[src/rtl/phase2dec.sv]
// phase2dec: decode stage of the SIMPLE pipeline.
// Holds the IF/ID instruction register (IR, IRpc, IRv) and decodes the held
// instruction into the control bundle for the phase-3 control register.
// Also detects load-use hazards, applies branch flushes and latches HLT.
// Fetch is frozen through `hold` while a stall or halt is active.
module phase2dec (
    input  logic        clk,
    input  logic        rst_n,
    input  logic [15:0] inst,
    input  logic [15:0] pc_in,
    input  logic        inst_valid,
    input  logic        flush,
    input  logic        ex_memread,
    input  logic [2:0]  ex_rd,
    output logic        ALUSrc1,
    output logic        ALUSrc2,
    output logic        ALUorshifter,
    output logic        AS_BC,
    output logic        MemRead,
    output logic        MemWrite,
    output logic        RegWrite,
    output logic        SLI,
    output logic [2:0]  Ra,
    output logic [2:0]  Rb,
    output logic [3:0]  opcode,
    output logic [7:0]  imm,
    output logic        br_en,
    output logic [2:0]  br_cond,
    output logic [15:0] pc_out,
    output logic        dvalid,
    output logic        hold,
    output logic        halted
);

    localparam logic [0:0] ST_RUN    = 1'b0;
    localparam logic [0:0] ST_HALTED = 1'b1;

    logic [15:0] ir_r;
    logic [15:0] irpc_r;
    logic        irv_r;
    logic [0:0]  state_r;

    logic        stall_s;
    logic        bubble_s;
    logic        is_hlt_s;
    logic        use_ra_s;
    logic        use_rb_s;

    // Raw (unmasked) decode of IR
    logic        alusrc1_s;
    logic        alusrc2_s;
    logic        shifter_s;
    logic        as_bc_s;
    logic        memread_s;
    logic        memwrite_s;
    logic        regwrite_s;
    logic        sli_s;
    logic [3:0]  opcode_s;
    logic [7:0]  imm_s;
    logic        br_en_s;
    logic [2:0]  br_cond_s;

    logic [1:0]  op1_s;
    logic [2:0]  op2_s;
    logic [3:0]  op3_s;

    assign op1_s = ir_r[15:14];
    assign op2_s = ir_r[13:11];
    assign op3_s = ir_r[7:4];

    // Combinational field decode of the held instruction plus its source-register usage.
    always_comb begin
        alusrc1_s  = 1'b0;
        alusrc2_s  = 1'b0;
        shifter_s  = 1'b0;
        as_bc_s    = 1'b0;
        memread_s  = 1'b0;
        memwrite_s = 1'b0;
        regwrite_s = 1'b0;
        sli_s      = 1'b0;
        opcode_s   = 4'b0000;
        imm_s      = 8'h00;
        br_en_s    = 1'b0;
        br_cond_s  = 3'b000;
        use_ra_s   = 1'b0;
        use_rb_s   = 1'b0;
        case (op1_s)
            2'b11: begin
                case (op3_s)
                    4'b0000, 4'b0001: begin   // ADD, SUB
                        alusrc1_s  = 1'b1;
                        as_bc_s    = 1'b1;
                        regwrite_s = 1'b1;
                        opcode_s   = op3_s;
                        imm_s      = {4'b0000, ir_r[3:0]};
                        use_ra_s   = 1'b1;
                        use_rb_s   = 1'b1;
                    end
                    4'b0010, 4'b0011, 4'b0100: begin   // AND, OR, XOR
                        alusrc1_s  = 1'b1;
                        regwrite_s = 1'b1;
                        opcode_s   = op3_s;
                        imm_s      = {4'b0000, ir_r[3:0]};
                        use_ra_s   = 1'b1;
                        use_rb_s   = 1'b1;
                    end
                    4'b0101: begin   // CMP: flags only, no write-back
                        alusrc1_s  = 1'b1;
                        as_bc_s    = 1'b1;
                        opcode_s   = op3_s;
                        imm_s      = {4'b0000, ir_r[3:0]};
                        use_ra_s   = 1'b1;
                        use_rb_s   = 1'b1;
                    end
                    4'b0110: begin   // MOV: zero + r[Ra] through the adder
                        as_bc_s    = 1'b1;
                        regwrite_s = 1'b1;
                        opcode_s   = 4'b0000;
                        imm_s      = {4'b0000, ir_r[3:0]};
                        use_ra_s   = 1'b1;
                    end
                    4'b1000, 4'b1001, 4'b1010, 4'b1011: begin   // shifts of r[Rb] by d
                        alusrc1_s  = 1'b1;
                        shifter_s  = 1'b1;
                        regwrite_s = 1'b1;
                        opcode_s   = op3_s;
                        imm_s      = {4'b0000, ir_r[3:0]};
                        use_rb_s   = 1'b1;
                    end
                    4'b1100: begin   // IN: reads no register
                        regwrite_s = 1'b1;
                        opcode_s   = op3_s;
                        imm_s      = {4'b0000, ir_r[3:0]};
                    end
                    4'b1101: begin   // OUT: reads Ra
                        opcode_s   = op3_s;
                        imm_s      = {4'b0000, ir_r[3:0]};
                        use_ra_s   = 1'b1;
                    end
                    default: begin   // HLT and reserved codes carry no control
                        opcode_s   = 4'b0000;
                    end
                endcase
            end
            2'b00: begin   // LD r[Ra] <- mem[r[Rb] + d]
                alusrc1_s  = 1'b1;
                alusrc2_s  = 1'b1;
                as_bc_s    = 1'b1;
                memread_s  = 1'b1;
                regwrite_s = 1'b1;
                imm_s      = ir_r[7:0];
                use_rb_s   = 1'b1;
            end
            2'b01: begin   // ST mem[r[Rb] + d] <- r[Ra]
                alusrc1_s  = 1'b1;
                alusrc2_s  = 1'b1;
                as_bc_s    = 1'b1;
                memwrite_s = 1'b1;
                imm_s      = ir_r[7:0];
                use_ra_s   = 1'b1;
                use_rb_s   = 1'b1;
            end
            2'b10: begin
                case (op2_s)
                    3'b000: begin   // LI r[Rb] <- sext(d)
                        sli_s      = 1'b1;
                        alusrc2_s  = 1'b1;
                        regwrite_s = 1'b1;
                        imm_s      = ir_r[7:0];
                    end
                    3'b100: begin   // B
                        br_en_s    = 1'b1;
                        br_cond_s  = 3'b100;
                        imm_s      = ir_r[7:0];
                    end
                    3'b111: begin   // Bcc; undefined conditions behave as NOP
                        if (ir_r[10:8] <= 3'b011) begin
                            br_en_s   = 1'b1;
                            br_cond_s = ir_r[10:8];
                            imm_s     = ir_r[7:0];
                        end else begin
                            br_en_s   = 1'b0;
                        end
                    end
                    default: begin
                        br_en_s    = 1'b0;
                    end
                endcase
            end
            default: begin
                br_en_s    = 1'b0;
            end
        endcase
    end

    assign is_hlt_s = (op1_s == 2'b11) && (op3_s == 4'b1111);

    // Load-use hazard: the LD in phase 3 writes a register this instruction reads.
    always_comb begin
        stall_s = 1'b0;
        if (irv_r && !flush && (state_r == ST_RUN) && ex_memread) begin
            stall_s = (use_ra_s && (ir_r[13:11] == ex_rd)) ||
                      (use_rb_s && (ir_r[10:8]  == ex_rd));
        end else begin
            stall_s = 1'b0;
        end
    end

    assign bubble_s = !irv_r || stall_s || flush || (state_r == ST_HALTED);

    // IF/ID register: reset, then flush, halt, stall and normal capture in priority order.
    always_ff @(posedge clk) begin
        if (!rst_n) begin
            ir_r   <= 16'h0000;
            irpc_r <= 16'h0000;
            irv_r  <= 1'b0;
        end else if (flush) begin
            irv_r  <= 1'b0;
        end else if (state_r == ST_HALTED) begin
            irv_r  <= 1'b0;
        end else if (stall_s) begin
            ir_r   <= ir_r;
            irpc_r <= irpc_r;
            irv_r  <= irv_r;
        end else begin
            ir_r   <= inst;
            irpc_r <= pc_in;
            irv_r  <= inst_valid;
        end
    end

    // Run/halt FSM: a valid, unflushed HLT in decode halts until reset.
    always_ff @(posedge clk) begin
        if (!rst_n) begin
            state_r <= ST_RUN;
        end else begin
            case (state_r)
                ST_RUN: begin
                    if (irv_r && is_hlt_s && !stall_s && !flush) begin
                        state_r <= ST_HALTED;
                    end else begin
                        state_r <= ST_RUN;
                    end
                end
                ST_HALTED: state_r <= ST_HALTED;
                default:   state_r <= ST_RUN;
            endcase
        end
    end

    assign dvalid       = !bubble_s;
    assign ALUSrc1      = alusrc1_s  & !bubble_s;
    assign ALUSrc2      = alusrc2_s  & !bubble_s;
    assign ALUorshifter = shifter_s  & !bubble_s;
    assign AS_BC        = as_bc_s    & !bubble_s;
    assign MemRead      = memread_s  & !bubble_s;
    assign MemWrite     = memwrite_s & !bubble_s;
    assign RegWrite     = regwrite_s & !bubble_s;
    assign SLI          = sli_s      & !bubble_s;
    assign br_en        = br_en_s    & !bubble_s;
    assign br_cond      = bubble_s ? 3'b000   : br_cond_s;
    assign opcode       = bubble_s ? 4'b0000  : opcode_s;
    assign imm          = bubble_s ? 8'h00    : imm_s;
    assign Ra           = ir_r[13:11];
    assign Rb           = ir_r[10:8];
    assign pc_out       = irpc_r;
    assign halted       = (state_r == ST_HALTED);
    assign hold         = stall_s | (state_r == ST_HALTED);

endmodule

[config.mk]
export PLATFORM = sky130hd
export DESIGN_NAME = phase2dec
export DESIGN_NICKNAME = d
export VERILOG_FILES = /design/src/rtl/phase2dec.sv
export SDC_FILE = /design/constraint.sdc
export NUM_CORES = 1
export LEC_CHECK = 0
export ABC_AREA = 1
export BUFFER_PORTS_ARGS = -buffer_cell sky130_fd_sc_hd__buf_4
export CAP_MARGIN = 20
export CORE_ASPECT_RATIO = 0.5
export CORE_MARGIN = 10
export CORE_UTILIZATION = 40
export CTS_CLUSTER_SIZE = 24
export DETAILED_ROUTE_END_ITERATION = 6
export PLACE_DENSITY = 0.69
export RECOVER_POWER = 50
export SKIP_LAST_GASP = 1
export SLEW_MARGIN = 15
export SYNTH_ARGS = -nofsm -noshare
export SYNTH_HDL_FRONTEND = slang
export SYNTH_SLANG_ARGS = --single-unit
export TNS_END_PERCENT = 1
[constraint.sdc]
create_clock -name clk -period 2.3 [get_ports clk]
set_input_delay 0.345 -clock clk [delete_from_list [all_inputs] [get_ports clk]]
set_output_delay 0.345 -clock clk [all_outputs]
set_load 0.02 [all_outputs]
# ---- After elaboration in Yosys (flattened, before gate mapping)
# Index checks and enable logic that the tools add are counted.
dict set report totals {
  out_inout_bits 49
  regBits 34
  word_cells 103
  input_bits 40
}
dict set report op_classes {
  muxes 33
  eq_ne 20
  magnitude_cmp 1
  n_reduce_logical 31
  bitwise_logic 14
}
# operator n
set ops {}
lappend ops {{4-bit == test, second input constant} 7}
lappend ops {{8-bit case mux with 3 select lines} 1}
lappend ops {{4-bit 2-to-1 mux} 4}
lappend ops {{8-bit 2-to-1 mux} 2}
lappend ops {{8-bit case mux with 2 select lines} 1}
lappend ops {{1-bit 2-to-1 mux} 14}
lappend ops {{13-bit OR reduction} 1}
lappend ops {{4-bit by 3-bit == test with 1-bit output, second input constant} 3}
lappend ops {{1-bit case mux with 2 select lines} 6}
lappend ops {{12-bit OR reduction} 1}
lappend ops {{11-bit OR reduction} 1}
lappend ops {{10-bit OR reduction} 1}
lappend ops {{1-bit bitwise AND} 9}
lappend ops {{1-bit logical AND} 9}
lappend ops {{3-bit 2-to-1 mux} 3}
lappend ops {{4-bit by 2-bit == test with 1-bit output, second input constant} 2}
lappend ops {{4-bit OR reduction} 2}
lappend ops {{8-bit OR reduction} 1}
lappend ops {{3-bit == test} 2}
lappend ops {{3-bit == test, second input constant} 2}
lappend ops {{3-bit case mux with 2 select lines} 1}
lappend ops {{2-bit == test, second input constant} 2}
lappend ops {{4-bit by 1-bit == test with 1-bit output, second input constant} 1}
lappend ops {{1-bit logical NOT} 4}
lappend ops {{12 further kinds} 19}

# ---- Longest topological paths before layout
# Gate-level depths: netlist of run 1.
dict set report depth {
  ltp_word 12
  depth_mapped 12
  ltp_nobuf 10
}

# ---- Least setup slack after synthesis of run 1
# OpenSTA, ideal clock, no wires.
dict set report synth_timing {
  path_type {register to output}
  start {reg ir_r[15]}
  end {out br_cond[0]}
  required_time_ns 1.955
  path_stages_with_launch 11
  path_slack_ns 0.413
  n_path_buf 2
  arrival_ns 1.542
  cell_sequence {dfxtp_1 inv_2 nor2_4 nor2_1 nand3_2 nand2_2 nand2_4 buf_6 buf_6 nand4_1 nor2_1}
}
dict set report synth_between {
  elab_chain_len 10
  elab_cells_between_ends 16
  cone_classes {3 x eq/ne; 5 x mux; 8 x reduce/logical}
}
# item line_no
set synth_lines {}
lappend synth_lines {{from (decl)} 38} ;# logic [15:0] ir_r;
lappend synth_lines {{from (signal assigned)} 222} ;# ir_r <= ir_r;
lappend synth_lines {{from (signal assigned)} 226} ;# ir_r <= inst;
lappend synth_lines {{2-bit by 1-bit == test with 1-bit output or 2-bit logical NOT (tied branches)} 87} ;# case (op1_s)
lappend synth_lines {{2-bit OR reduction (no source line)} n/a}
lappend synth_lines {{1-bit case mux with 2 select lines} 87}
lappend synth_lines {{1-bit logical AND} 203} ;# (use_rb_s && (ir_r[10:8] == ex_rd));
lappend synth_lines {{1-bit logical OR} 202} ;# stall_s = (use_ra_s && (ir_r[13:11] == ex_rd)) ||
lappend synth_lines {{1-bit 2-to-1 mux} 201} ;# if (irv_r && !flush && (state_r == ST_RUN) && ex_memread) begin
lappend synth_lines {{1-bit logical OR (3 in a row)} 209} ;# assign bubble_s = !irv_r || stall_s || flush || (state_r == ST_HALTED);
lappend synth_lines {{3-bit 2-to-1 mux (*)} 261} ;# assign br_cond = bubble_s ? 3'b000 : br_cond_s;
lappend synth_lines {{to (decl)} 28} ;# output logic [2:0] br_cond,
# Every way passes the cells marked *; elsewhere a longest branch is shown, timed or not.

# ---- Final worst setup path of run 1
dict set report layout_timing {
  start {reg ir_r[14]}
  end {out imm[0]}
}
dict set report layout_between {
  elab_chain_len 10
  elab_cells_between_ends 16
  cone_classes {3 x eq/ne; 5 x mux; 8 x reduce/logical}
}
# item line_no
set layout_lines {}
lappend layout_lines {{2-bit by 1-bit == test with 1-bit output or 2-bit logical NOT (tied branches)} 87}
lappend layout_lines {{2-bit OR reduction (no source line)} n/a}
lappend layout_lines {{1-bit case mux with 2 select lines} 87}
lappend layout_lines {{1-bit logical AND} 203}
lappend layout_lines {{1-bit logical OR} 202}
lappend layout_lines {{1-bit 2-to-1 mux} 201}
lappend layout_lines {{1-bit logical OR (3 in a row)} 209}
lappend layout_lines {{8-bit 2-to-1 mux (*)} 263} ;# assign imm = bubble_s ? 8'h00 : imm_s;
lappend layout_lines {{to (decl)} 26} ;# output logic [7:0] imm,
# Marked as above.

==> results of run 1 <==
## cell families (layout without fill, tap and decap cells)
kind of cell           count (synthesis)  in the layout  synth area share (%)
AO/OA/AOI/OAI                         45             45                  11.3
XOR/XNOR                               1              1                 0.415
buffers and inverters                 84            156                  17.3
flip-flops                            34             34                  32.3
AND/OR/NAND/NOR                      190            191                  38.7
## through the flow
step	hold WS, ns	area [sq um]	TNS [ns]
4_1_cts	0.293	2880	0
6_report	0.305	2810	0
2_1_floorplan	0.452	2110	0
5_1_grt	0.303	2810	-0.0313
3_5_place_dp	0.472	2740	0
3_3_place_gp	0.464	2740	0
## critical path, cell delays in order, from the launching register on
cell     delay [ns]
dfxtp_1        0.51
nor2_4         0.09
nor2_1         0.20
nand3_2        0.11
nand2_2        0.09
nand2_4        0.09
nand3_2        0.19
nor2_1         0.08
buf_4          0.16
## synthesized netlist by cell type
master / number / area share [%]
a21oi_1: 35 / 8.3
a22oi_1: 2 / 0.71
and3_1: 1 / 0.30
buf_1: 7 / 1.2
buf_2: 9 / 2.1
buf_4: 6 / 2.1
buf_6: 2 / 1.1
clkbuf_1: 4 / 0.71
dfxtp_1: 34 / 32
inv_1: 55 / 9.8
inv_2: 1 / 0.18
nand2_1: 72 / 13
nand2_2: 1 / 0.30
nand2_4: 1 / 0.53
nand3_1: 39 / 9.3
nand3_2: 1 / 0.47
nand3_4: 1 / 0.83
nand4_1: 3 / 0.89
nor2_1: 66 / 12
nor2_4: 1 / 0.53
nor3_1: 2 / 0.47
nor4_1: 1 / 0.30
o211ai_1: 2 / 0.71
o21a_1: 1 / 0.36
o21ai_0: 4 / 0.95
o22ai_1: 1 / 0.30
or2_2: 1 / 0.30
xnor2_1: 1 / 0.42
## worst max-delay path by stage
stage,depth (start not counted),endpoint
global placement,9,br_en
floorplan,10,br_cond[0]
CTS,9,br_en
detailed placement,9,br_en
global route,9,opcode[3]
finish,8,imm[0]
## report_power, final
group / leakage, nW / total, mW / switching [mW] / internal (mW)
registers: 0.283 / 0.672 / 0.0400 / 0.632
clock network: 0.0683 / 0.662 / 0.228 / 0.434
logic: 1.14 / 0.320 / 0.187 / 0.132
## cell type report
class | instances | share of cell area [%]
timing repair buffer | 92 | 21.5
tap | 70 | 3.12
multi-input combinational | 237 | 38.6
sequential | 34 | 24.4
clock inverter | 3 | 2.45
clock buffer | 5 | 2.45
inverter | 56 | 7.49
## state kept, by name (all words and copies together), names as in the netlist
| name | cells |
|---|---|
| pc_out | 16 |
| irv_r | 1 |
| halted | 1 |
| ir_r | 16 |
## metal layers
| metal | track usage (%) | up-vias |
|---|---|---|
| met4 | 4.03 | 0 |
| li1 | - | 1239 |
| met2 | 21.9 | 58 |
| met5 | 0 | - |
| met3 | 4.38 | 6 |
| met1 | 14.2 | 1004 |
==> flow_summary.yaml, run 1 <==
status:
  status: "finished clean"
synthesis:
  synth_nets: 394
  postSynthAreaPerCell_sq_um: 5.96
  yosys_register_bits: 34
  synthCells: 354
  netlist_area_sq_um: 2110
  yosysWarnings: 0
  synth.distinct_cells: 28
  synth_seq_area_share_pct: 32.3
route:
  drc: 0
  first_pass_iters: 4
  first_iter_violations: 139
  wl_met2_um: 2820
  wl_met3_um: 412
  vias_per_cell: 4.64
  ant_nets: 0
  highest_layer: "met4"
  dr_total_vias: 2307
  wl_per_cell_um: 12.1
  met1_length_um: 2750
  drt-total-wl_um: 6030
placed_design:
  pre_cts_ws_ns: 0.354
  io_buffer_count: 88
  routabilityCongestion: 0.837
  place_hpwl_um: 4490
  dp.cells: 488
pwr:
  max-vdd-ir-drop_v: 0.000321
  p_leak_nw: 1.49
  p_total_mw: 1.65
  power_density_nw_per_um2: 590
grt:
  grt.total_usage_pct: 12.6
  grt_pass1_wl_um: 9330
  grt_max_degree: 66
  overflow: 0
  grt_pass1_vias: 2074
  grt_antenna_before_repair: 0
finish:
  final_util_pct: 55.9
  nNetsFinal: 466
  drive_gt1_share_pct: 21.1
  multi_input_area_sq_um: 1080
  most-common-layout-cells: "nand2_1, buf_4, nor2_1, inv_1, nand3_1"
  ff_latch_area_sq_um: 684
  fill_cells: 556
  layout.cells.non_filler: 497
  syn_to_final_growth_pct: 33.0
  diodes: 0
  final_common_cell: "nand2_1"
floorplan:
  start_util_pct: 42.0
  die_h_um: 71.4
  core-area_sq_um: 5020
  die_x_um: 123
  rows: 18
  io_pins: 89
  die-area_sq_um: 8750
worst_hold_path:
  min_path_type: "in2reg"
  min_path_cells: 3
  holdCritStartpoint: "inst_valid"
  holdPathEnd: "irv_r"
setup_path:
  crit_fanout: 9
  r2r-start: "ir_r[5]"
  r2r_end: "ir_r[13]"
  crit_arrival_ns: 1.81
  cp-end-kind: "output pin"
  reg2reg_depth: 10
  crit_path_start: "ir_r[14]"
  path_class: "reg2out"
  critical_path_required_ns: 1.96
  r2r_slack_ns: 0.29
  cp-start-kind: "flip-flop"
timing:
  worstMarginPinSlew_ns: 0.728
  finalCritPeriodShare_pct: 93.8
  relSlewSlack_pct: 51.5
  max_freq_mhz: 464
  period_minus_slack_ns: 2.16
  slew_violations: 0
  setup_viol: 0
  fin_ws_ns: 0.143
  rsz0062_at_grt: "yes"
  hold_viol_final: 0
  fin_skew_ns: 0.00773
clocking:
  post-cts-setup-buffers: 0
  cts_hold_buf: 0
  insertion_delay_ns: 0.29
  cts_tree: "built"
  numCtsBuffers: 5
  cts_resized: 0
  clkSlewWorstSetupHoldPaths_ns: 0.07
  cts_sinks: 34
  cts_max_path_buffers: 2
  cts_root_buf: "clkbuf_8"
  htree_levels: 2
run:
  drv_cap: 0
Note: power is estimated with default switching activity, not from simulation.
==> run 2: changes to the inputs <==
- GPL_TIMING_DRIVEN: unset -> 0
==> run 2 against run 1 <==
Against the previous run: critical path depth up 3; design area up 5.6%; die area unchanged; count of clock-buffer cells in the layout up 2; clock power down 32%; critical endpoint is now MemRead.
==> flow_summary.yaml, run 2 (synthesized netlist as in run 1, its figures left out) <==
clocking:
  htree_levels: 2
  cts_root_buf: "clkbuf_8"
  cts_hold_buf: 0
  numCtsBuffers: 5
  clkSlewWorstSetupHoldPaths_ns: 0.07
  cts_max_path_buffers: 2
  cts_tree: "built"
  insertion_delay_ns: 0.28
  cts_sinks: 34
timing:
  fin_ws_ns: 0.0750
  finalCritPeriodShare_pct: 96.7
  hold_ws_ns: 0.318
  period_minus_slack_ns: 2.22
  setup_viol: 0
  fin_skew_ns: 0.00330
  slew_violations: 0
  relSlewSlack_pct: 69.0
  max_freq_mhz: 449
  hold_viol_final: 0
  rsz0062_at_grt: "yes"
  worstMarginPinSlew_ns: 0.466
setup_path:
  cp-start-kind: "flip-flop"
  crit_fanout: 10
  reg2reg_depth: 12
  critical_path_required_ns: 1.96
  path_class: "reg2out"
  crit_arrival_ns: 1.88
  cp-end-kind: "output pin"
floorplan:
  io_pins: 89
  die_x_um: 123
  die-area_sq_um: 8750
  start_util_pct: 42.0
  rows: 18
  die_h_um: 71.4
  core-area_sq_um: 5020
route:
  first_pass_iters: 4
  ant_nets: 0
  first_iter_violations: 138
  wl_per_cell_um: 12.5
  vias_per_cell: 4.67
  drc: 0
  drt-total-wl_um: 6570
  dr_total_vias: 2451
grt:
  met1_usage_pct: 17.3
  busiest_layer: "met2"
  grt_use_met3_pct: 4.14
  grt_antenna_before_repair: 0
  grt_pass1_wl_um: 10500
  met2_usage_pct: 24.3
  grt_max_degree: 11
  overflow: 0
  grt.total_usage_pct: 14.2
  grt_pass1_vias: 2273
placed_design:
  pre_cts_ws_ns: 0.190
  place_hpwl_um: 5170
  placed_cell_area_sq_um: 2850
  routabilityCongestion: 0.827
  io_buffer_count: 87
  dp.cells: 511
finish:
  nNetsFinal: 494
  final_util_pct: 59.0
  layout.cells.non_filler: 525
  final_common_cell: "buf_4"
  most-common-layout-cells: "buf_4, nand2_1, nor2_1, inv_1, nand3_1"
  diodes: 0
  syn_to_final_growth_pct: 40.5
  drive_gt1_share_pct: 25.3
  finalInstanceArea_sq_um: 2960
pwr:
  p_leak_nw: 1.59
  max-vdd-ir-drop_v: 0.000320
  power_density_nw_per_um2: 501
status:
  status: "finished clean"
worst_hold_path:
  min_path_cells: 3
  min_path_type: "in2reg"
run:
  drv_cap: 0
[run 2: cell types whose count changed in the layout (fill, tap and decap cells not counted), sizes merged]
cell | before | now
clkbuf | 29 | 37
buf | 68 | 91
nand3 | 42 | 41
bufinv | 2 | 0
[run 2: timing repair]
action                                  in CTS  in global routing
setup buffers                                0                  7
pin swaps                                    1                  4
endpoints found under the setup margin      16                 21
gates resized for setup                      8                 10
hold endpoints to repair                     0                  0
[run 2: layer usage]
metal	wire length (um)	share of wire, %
met5	0	0
met4	14	0.21
met3	423	6.4
met2	3220	49
met1	2920	44
[run 2: final timing paths]
check	start	to	slack, ns
setup / recovery	ir_r[6]	MemRead	0.08
hold / removal	inst_valid	irv_r	0.32
setup reg to reg	ir_r[7]	ir_r[3]	0.66
hold reg to reg	pc_out[8]	pc_out[8]	0.48
[run 2: critical path: stages (launching register included)]
cell,delay [ns]
dfxtp_2,0.32
buf_6,0.12
nand3_2,0.10
nand2_1,0.09
nand2_1,0.06
nand3_1,0.08
nand2_2,0.07
nand2_4,0.12
nand3_4,0.15
buf_4,0.22
nor2_1,0.10
buf_4,0.15
[run 2: area by class of cell]
type	count	area (sq um)
plain buffers	27	168
clock buffers	7	86.3
clock inverters	1	5.00
fillers	542	2060
inverters	56	210
multi-input cells	236	1070
flip-flops and latches	34	689
well taps	70	87.6
repair buffers	94	642
[run 2: stage by stage]
stage | TNS (ns) | power [mW]
floorplan | 0 | 0.897
global placement | 0 | 1.04
detailed placement | 0 | 1.05
CTS | 0 | 1.50
global route | -0.393 | 1.58
finish | 0 | 1.48
[run 2: power breakdown]
part / leakage (nW) / switching, mW / internal, mW
combinational: 1.25 / 0.205 / 0.162
sequential: 0.284 / 0.0363 / 0.633
clock: 0.0482 / 0.208 / 0.241
total: 1.59 / 0.449 / 1.04
